**config.mk**
```make
export PLATFORM = sky130hd
export DESIGN_NAME = dm_copy_engine_flat
export DESIGN_NICKNAME = d
export VERILOG_FILES = /design/src/rtl/dm_copy_engine_if.sv /design/src/rtl/dm_copy_engine.sv /design/src/flat_wrapper.sv
export SDC_FILE = /design/constraint.sdc
export NUM_CORES = 1
export LEC_CHECK = 0
export ABC_AREA = 1
export ABC_CLOCK_PERIOD_IN_PS = 2200
export BUFFER_PORTS_ARGS = -buffer_cell sky130_fd_sc_hd__buf_4
export CORE_MARGIN = 4
export CORE_UTILIZATION = 50
export CTS_CLUSTER_SIZE = 12
export DETAILED_ROUTE_END_ITERATION = 8
export HOLD_SLACK_MARGIN = 0.05
export PLACE_DENSITY = 0.75
export REMOVE_ABC_BUFFERS = 1
export SLEW_MARGIN = 5
export SYNTH_ARGS = -nofsm -noshare
export SYNTH_HDL_FRONTEND = slang
export SYNTH_SLANG_ARGS = --single-unit
export TNS_END_PERCENT = 10
```
**constraint.sdc**
```tcl
create_clock -name clk -period 2.2 [get_ports clk]
set_input_delay 0.44 -clock clk [delete_from_list [all_inputs] [get_ports clk]]
set_output_delay 0.44 -clock clk [all_outputs]
set_load 0.005 [all_outputs]
```
**src/rtl/dm_copy_engine_if.sv**
```systemverilog
// Control and data-memory port bundle for dm_copy_engine.
// master: the copy engine; slave: the requester/memory side.
interface dm_copy_engine_if #(
    parameter int unsigned LEN_W = 12
);
    logic              start;
    logic [31:0]       src_addr;
    logic [31:0]       dst_addr;
    logic [LEN_W-1:0]  len;
    logic              busy;
    logic              done;
    logic [LEN_W-1:0]  words_copied;
    logic [31:0]       mem_addr;
    logic [31:0]       mem_wdata;
    logic              mem_we;
    logic [31:0]       mem_rdata;

    modport master (
        input  start, src_addr, dst_addr, len, mem_rdata,
        output busy, done, words_copied, mem_addr, mem_wdata, mem_we
    );

    modport slave (
        output start, src_addr, dst_addr, len, mem_rdata,
        input  busy, done, words_copied, mem_addr, mem_wdata, mem_we
    );
endinterface

```
**src/rtl/dm_copy_engine.sv**
```systemverilog
// Memory-to-memory block copy initiator: one read and one write cycle per 32-bit word.
// Optional DM_COPY_OVERLAP_SAFE_EN: forward-overlapping copies run descending (memmove).
module dm_copy_engine #(
    parameter int unsigned LEN_W = 12
) (
    input  logic             clk,
    input  logic             rst_n,
    dm_copy_engine_if.master bus
);
    localparam int unsigned AW = 32;
    localparam int unsigned DW = 32;

    typedef enum logic [1:0] {S_IDLE, S_READ, S_WRITE, S_DONE} state_t;

    state_t            r_state, w_state_nxt;
    logic [AW-1:0]     r_src, r_dst, w_src_nxt, w_dst_nxt;
    logic [LEN_W-1:0]  r_len, r_cnt, w_len_nxt, w_cnt_nxt;
    logic              r_desc, w_desc_nxt;
    logic              r_busy, r_done, r_we, w_busy_nxt, w_done_nxt, w_we_nxt;
    logic [AW-1:0]     r_mem_addr, w_mem_addr_nxt;
    logic [DW-1:0]     r_mem_wdata, w_mem_wdata_nxt;

    logic [AW-1:0]     w_src_al, w_dst_al, w_src_start, w_dst_start;
    logic              w_desc_cap;

    assign w_src_al = bus.src_addr & ~AW'(3);
    assign w_dst_al = bus.dst_addr & ~AW'(3);

`ifdef DM_COPY_OVERLAP_SAFE_EN
    // Forward overlap (src < dst < src+4*len) evaluated in 33 bits so the end never wraps.
    logic [AW:0]   w_src_end;
    logic [AW-1:0] w_back_off;
    assign w_src_end   = {1'b0, w_src_al} + ((AW+1)'(bus.len) << 2);
    assign w_desc_cap  = (w_src_al < w_dst_al) && ({1'b0, w_dst_al} < w_src_end);
    assign w_back_off  = (AW'(bus.len) - AW'(1)) << 2;
    assign w_src_start = w_desc_cap ? (w_src_al + w_back_off) : w_src_al;
    assign w_dst_start = w_desc_cap ? (w_dst_al + w_back_off) : w_dst_al;
`else
    assign w_desc_cap  = 1'b0;
    assign w_src_start = w_src_al;
    assign w_dst_start = w_dst_al;
`endif

    always_ff @(posedge clk or negedge rst_n) begin
        if (!rst_n) begin
            r_state     <= S_IDLE;
            r_src       <= '0;
            r_dst       <= '0;
            r_len       <= '0;
            r_cnt       <= '0;
            r_desc      <= 1'b0;
            r_busy      <= 1'b0;
            r_done      <= 1'b0;
            r_we        <= 1'b0;
            r_mem_addr  <= '0;
            r_mem_wdata <= '0;
        end else begin
            r_state     <= w_state_nxt;
            r_src       <= w_src_nxt;
            r_dst       <= w_dst_nxt;
            r_len       <= w_len_nxt;
            r_cnt       <= w_cnt_nxt;
            r_desc      <= w_desc_nxt;
            r_busy      <= w_busy_nxt;
            r_done      <= w_done_nxt;
            r_we        <= w_we_nxt;
            r_mem_addr  <= w_mem_addr_nxt;
            r_mem_wdata <= w_mem_wdata_nxt;
        end
    end

    always_comb begin
        w_state_nxt     = r_state;
        w_src_nxt       = r_src;
        w_dst_nxt       = r_dst;
        w_len_nxt       = r_len;
        w_cnt_nxt       = r_cnt;
        w_desc_nxt      = r_desc;
        w_busy_nxt      = 1'b0;
        w_done_nxt      = 1'b0;
        w_we_nxt        = 1'b0;
        w_mem_addr_nxt  = '0;
        w_mem_wdata_nxt = '0;

        case (r_state)
            S_IDLE: begin
                if (bus.start) begin
                    w_src_nxt   = w_src_start;
                    w_dst_nxt   = w_dst_start;
                    w_len_nxt   = bus.len;
                    w_cnt_nxt   = '0;
                    w_desc_nxt  = w_desc_cap;
                    w_state_nxt = (bus.len == '0) ? S_DONE : S_READ;
                end
            end
            S_READ:  w_state_nxt = S_WRITE;
            S_WRITE: begin
                w_cnt_nxt   = r_cnt + LEN_W'(1);
                w_src_nxt   = r_desc ? (r_src - AW'(4)) : (r_src + AW'(4));
                w_dst_nxt   = r_desc ? (r_dst - AW'(4)) : (r_dst + AW'(4));
                w_state_nxt = (w_cnt_nxt == r_len) ? S_DONE : S_READ;
            end
            S_DONE:  w_state_nxt = S_IDLE;
            default: w_state_nxt = S_IDLE;
        endcase

        // Registered port outputs reflect the state being entered; the write buffer is mem_wdata itself.
        case (w_state_nxt)
            S_READ: begin
                w_busy_nxt     = 1'b1;
                w_mem_addr_nxt = w_src_nxt;
            end
            S_WRITE: begin
                w_busy_nxt      = 1'b1;
                w_we_nxt        = 1'b1;
                w_mem_addr_nxt  = r_dst;
                w_mem_wdata_nxt = bus.mem_rdata;
            end
            S_DONE:  w_done_nxt = 1'b1;
            default: ;
        endcase
    end

    assign bus.busy         = r_busy;
    assign bus.done         = r_done;
    assign bus.words_copied = r_cnt;
    assign bus.mem_addr     = r_mem_addr;
    assign bus.mem_wdata    = r_mem_wdata;
    assign bus.mem_we       = r_we;
endmodule

```
**src/flat_wrapper.sv**
```systemverilog
// flat-port wrapper written by rule: the top's interface ports become plain ports
module dm_copy_engine_flat 
#(
    parameter int unsigned LEN_W = 12
)
  (clk, rst_n, bus_start, bus_src_addr, bus_dst_addr, bus_len, bus_mem_rdata, bus_busy, bus_done, bus_words_copied, bus_mem_addr, bus_mem_wdata, bus_mem_we);
  dm_copy_engine_if #(.LEN_W(LEN_W)) bus_i ();
  input  logic clk;
  input  logic rst_n;
  input wire logic [$bits(bus_i.start)-1:0] bus_start;
  input wire logic [$bits(bus_i.src_addr)-1:0] bus_src_addr;
  input wire logic [$bits(bus_i.dst_addr)-1:0] bus_dst_addr;
  input wire logic [$bits(bus_i.len)-1:0] bus_len;
  input wire logic [$bits(bus_i.mem_rdata)-1:0] bus_mem_rdata;
  output wire logic [$bits(bus_i.busy)-1:0] bus_busy;
  output wire logic [$bits(bus_i.done)-1:0] bus_done;
  output wire logic [$bits(bus_i.words_copied)-1:0] bus_words_copied;
  output wire logic [$bits(bus_i.mem_addr)-1:0] bus_mem_addr;
  output wire logic [$bits(bus_i.mem_wdata)-1:0] bus_mem_wdata;
  output wire logic [$bits(bus_i.mem_we)-1:0] bus_mem_we;
  assign bus_i.start = bus_start;
  assign bus_i.src_addr = bus_src_addr;
  assign bus_i.dst_addr = bus_dst_addr;
  assign bus_i.len = bus_len;
  assign bus_i.mem_rdata = bus_mem_rdata;
  assign bus_busy = bus_i.busy;
  assign bus_done = bus_i.done;
  assign bus_words_copied = bus_i.words_copied;
  assign bus_mem_addr = bus_i.mem_addr;
  assign bus_mem_wdata = bus_i.mem_wdata;
  assign bus_mem_we = bus_i.mem_we;
  dm_copy_engine #(.LEN_W(LEN_W)) u_core (.clk(clk), .rst_n(rst_n), .bus(bus_i));
endmodule
```
==> summary.md <==
| Metric | Value |
|---|---|
| Most frequent cells in the layout | nand2_1, buf_4, dfrtp_1 |
| Crit path from | u_core.bus.words_copied[1] |
| Placement Setup Slack | 0.105 ns |
| Gpl congestion | 0.977 |
| First-pass GRT wire length | 39400 microns |
| FF+latch count, synth | 155 |
| Layout cells sized above 1 | 22.2% |
| Post-synthesis cell count | 1090 |
| H-tree depth | 4 |
| CTS Sinks | 155 |
| Min cycle time layout | 2.04 ns |
| Min-delay src | bus_len[5] |
| Overall routed net length | 24900 microns |
| Peak VDD IR | 0.000941 V |
| Detailed-route via count | 8140 |
| R2R Path Start | u_core.bus.words_copied[1] |
| Grt total ovfl | 0 |
| Drt via density | 5.34 |
| Vias in the first global route | 7660 |
| Max Clock Skew | 0.00844 ns |
| Largest cells by area after synthesis | dfrtp_1, nand2_1, nor2_1, inv_1, nand3_1 |
| Relative slew slack | 58.2% |
| Area leader, netlist | dfrtp_1 |
| Routed Antenna Nets | 0 |
| Hold_ws | 0.202 ns |
| Clock buffer count from CTS | 17 |
| Root buffer cell | clkbuf_16 |
| Type of origin of the critical path | register |
| CP endpoint kind | register |
| Register area share after synthesis | 47.5% |
| Clock-pin slew on the worst setup and hold paths | 0.07 ns |
| Pin count of the biggest net entering global routing | 64 |
| Outcome | finished, final reports clean |
| Pleak | 5.32 nW |
| DRC Markers | 0 |
| Cells after DPL | 1487 |
| Final WS setup | 0.163 ns |
| CTS max path bufs | 2 |
| Initial Utilization | 51.2% |
| # IOs | 190 |
| Slew Viols, Final | 0 |
| RSZ-0062 raised after global routing | no |
| Number of buffers added on ports | 185 |
| All-Layer GR Usage | 27.4% |
| Fin nets | 1408 |
| Arr. time, crit path | 2.36 ns |
| Warnings from Yosys | 0 |
| Worst slew pin tran | 0.628 ns |
| Layout area overhead | 29.7% |
| Max-cap violations | 0 |
| Final setup viols | 0 |
| WS Path Type | register to register |
| Post-Syn Area per Cell | 7.49 sq um |
| Die area | 0.0184 sq mm |
| DP HPWL | 18700 microns |
| Initial DRC Count | 657 |
| Hold Violations, Final | 0 |
| Hold Path Class | primary input to register |
| Initial antenna violation count | 0 |
| Fmax achieved | 491 MHz |
| Syn Std Cell Area | 0.00817 sq mm |
| Worst-skew pair later-pin latency | 0.44 ns |
| CP Max Fanout | 9 |
| DRT Pass-1 Iters | 5 |
| Top-area cell type share of the netlist area | 47.5% |
| Netlist cell types | 42 |
| CTS tree | done |
| Post-DR wirelength/cell | 16.3 microns |
| Total Power | 13.2 mW |
| Pwr Density | 1240 mW/mm^2 |
| Cell Count, Final, Fillers Out | 1523 |
| Commonest non-fill, non-tap cell in the layout | nand2_1 |
| CP required | 2.53 ns |
| Row count | 46 |
| Die width | 136 microns |
| Final period util | 92.6% |
| Core footprint | 0.0159 sq mm |
| Antenna diodes | 0 |
| Die height | 136 microns |
| Filler cell count | 1363 |
==> routing by layer <==
layer / vias up / part of all wire, % / global-route usage, %
li1: 3992 / - / -
met5: - / 0 / 0
met1: 3767 / 42 / 37.5
met4: 0 / 2.9 / 10.2
met3: 50 / 6.6 / 4.23
met2: 331 / 48 / 44.2
==> cell families (layout without fill, tap and decap cells) <==
logic type	count (synthesis)	after routing	share of synthesized area, %
fa+ha+maj	3	3	0.460
simple gates	630	630	33.5
buf+inv	158	375	7.75
xor+xnor	6	6	0.644
flops	155	155	47.5
compound gates	138	138	10.2
==> area by class of cell <==
type	instances	area [sq um]	area share, %
repair buffers	225	1760	16.6
clock inverters	15	145	1.37
multi-input cells	777	3670	34.6
inverters	118	443	4.18
flip-flops and latches	155	3880	36.6
clock buffers	17	425	4.02
well taps	216	270	2.55
==> state kept, by name, indices dropped and copies added (netlist names) <==
name / count
u_core.bus.busy: 1
u_core.bus.done: 1
u_core.bus.mem_addr: 32
u_core.bus.mem_wdata: 32
u_core.bus.mem_we: 1
u_core.bus.words_copied: 12
u_core.r_dst: 30
u_core.r_len: 12
u_core.r_src: 32
u_core.r_state: 2
==> metrics by stage <==
step / setup TNS (ns) / util, % / cell area, sq um
after global placement: 0 / 62.5 / 9970
after detailed placement: 0 / 62.5 / 9970
after CTS: 0 / 66.2 / 10500
final: 0 / 66.4 / 10600
after floorplan: -136.35 / - / 7980
after global routing: 0 / 66.4 / 10600
==> power breakdown <==
group          total (mW)  internal [mW]  switching [mW]
Combinational        5.35           2.06            3.29
Clock                2.88           1.51            1.37
Sequential           4.93           3.93            1.00
==> critical path, stage by stage (launching register included) <==
cell and delay (ns):
dfrtp_1 0.35, ha_2 0.22, nand2_2 0.09, nor2_4 0.14, nand2_2 0.09, nand2_1 0.11, nand2_1 0.08, nand2_1 0.07
nand3_1 0.10, nor2_2 0.17, nand3_4 0.17, buf_4 0.18, nand4_1 0.08, nand2_1 0.07
==> synthesized netlist by cell type <==
library cell	count
nor3_2	1
nand4_1	41
buf_1	6
buf_2	14
o22ai_1	14
nor2_4	3
xor2_1	4
o221ai_1	1
nand3b_1	7
nor2_2	8
nand2_2	4
or2_2	5
a211oi_1	1
o21ai_1	5
a21oi_2	1
a32oi_1	1
nand3_2	1
clkbuf_1	17
nor3_1	16
o32ai_1	3
a21o_1	4
nor4_1	4
inv_2	6
dfrtp_1	155
ha_1	3
a22oi_1	9
a21boi_0	1
xnor2_1	2
nor4_2	1
o21ai_0	59
and3_1	2
a21oi_1	12
buf_6	3
a22o_1	2
nand3_4	1
inv_1	111
nor2_1	126
nand2_1	327
a31oi_1	6
nand3_1	83
clkinv_1	1
o211ai_1	19
==> worst paths after layout <==
check	end	slack, ns	cells after the start
setup / recovery	u_core.bus.mem_addr[4]	0.16	13
hold / removal	u_core.r_len[5]	0.20	3
setup reg to reg	u_core.bus.mem_addr[4]	0.16	13
hold reg to reg	u_core.r_src[0]	0.47	2
max in group asynchronous	u_core.bus.words_copied[10]	1.00	3
min in group asynchronous	u_core.r_len[11]	0.56	2
==> timing repair <==
| item | 4_1_cts | 5_1_grt |
|---|---|---|
| hold buffers | 1 | 0 |
| setup buffers | 0 | 3 |
| endpoints found under the setup margin | 0 | 30 |
| endpoints found under the hold margin | 60 | 0 |
| gates resized for setup | 0 | 3 |
No activity file was read; power rests on OpenSTA's default activity.
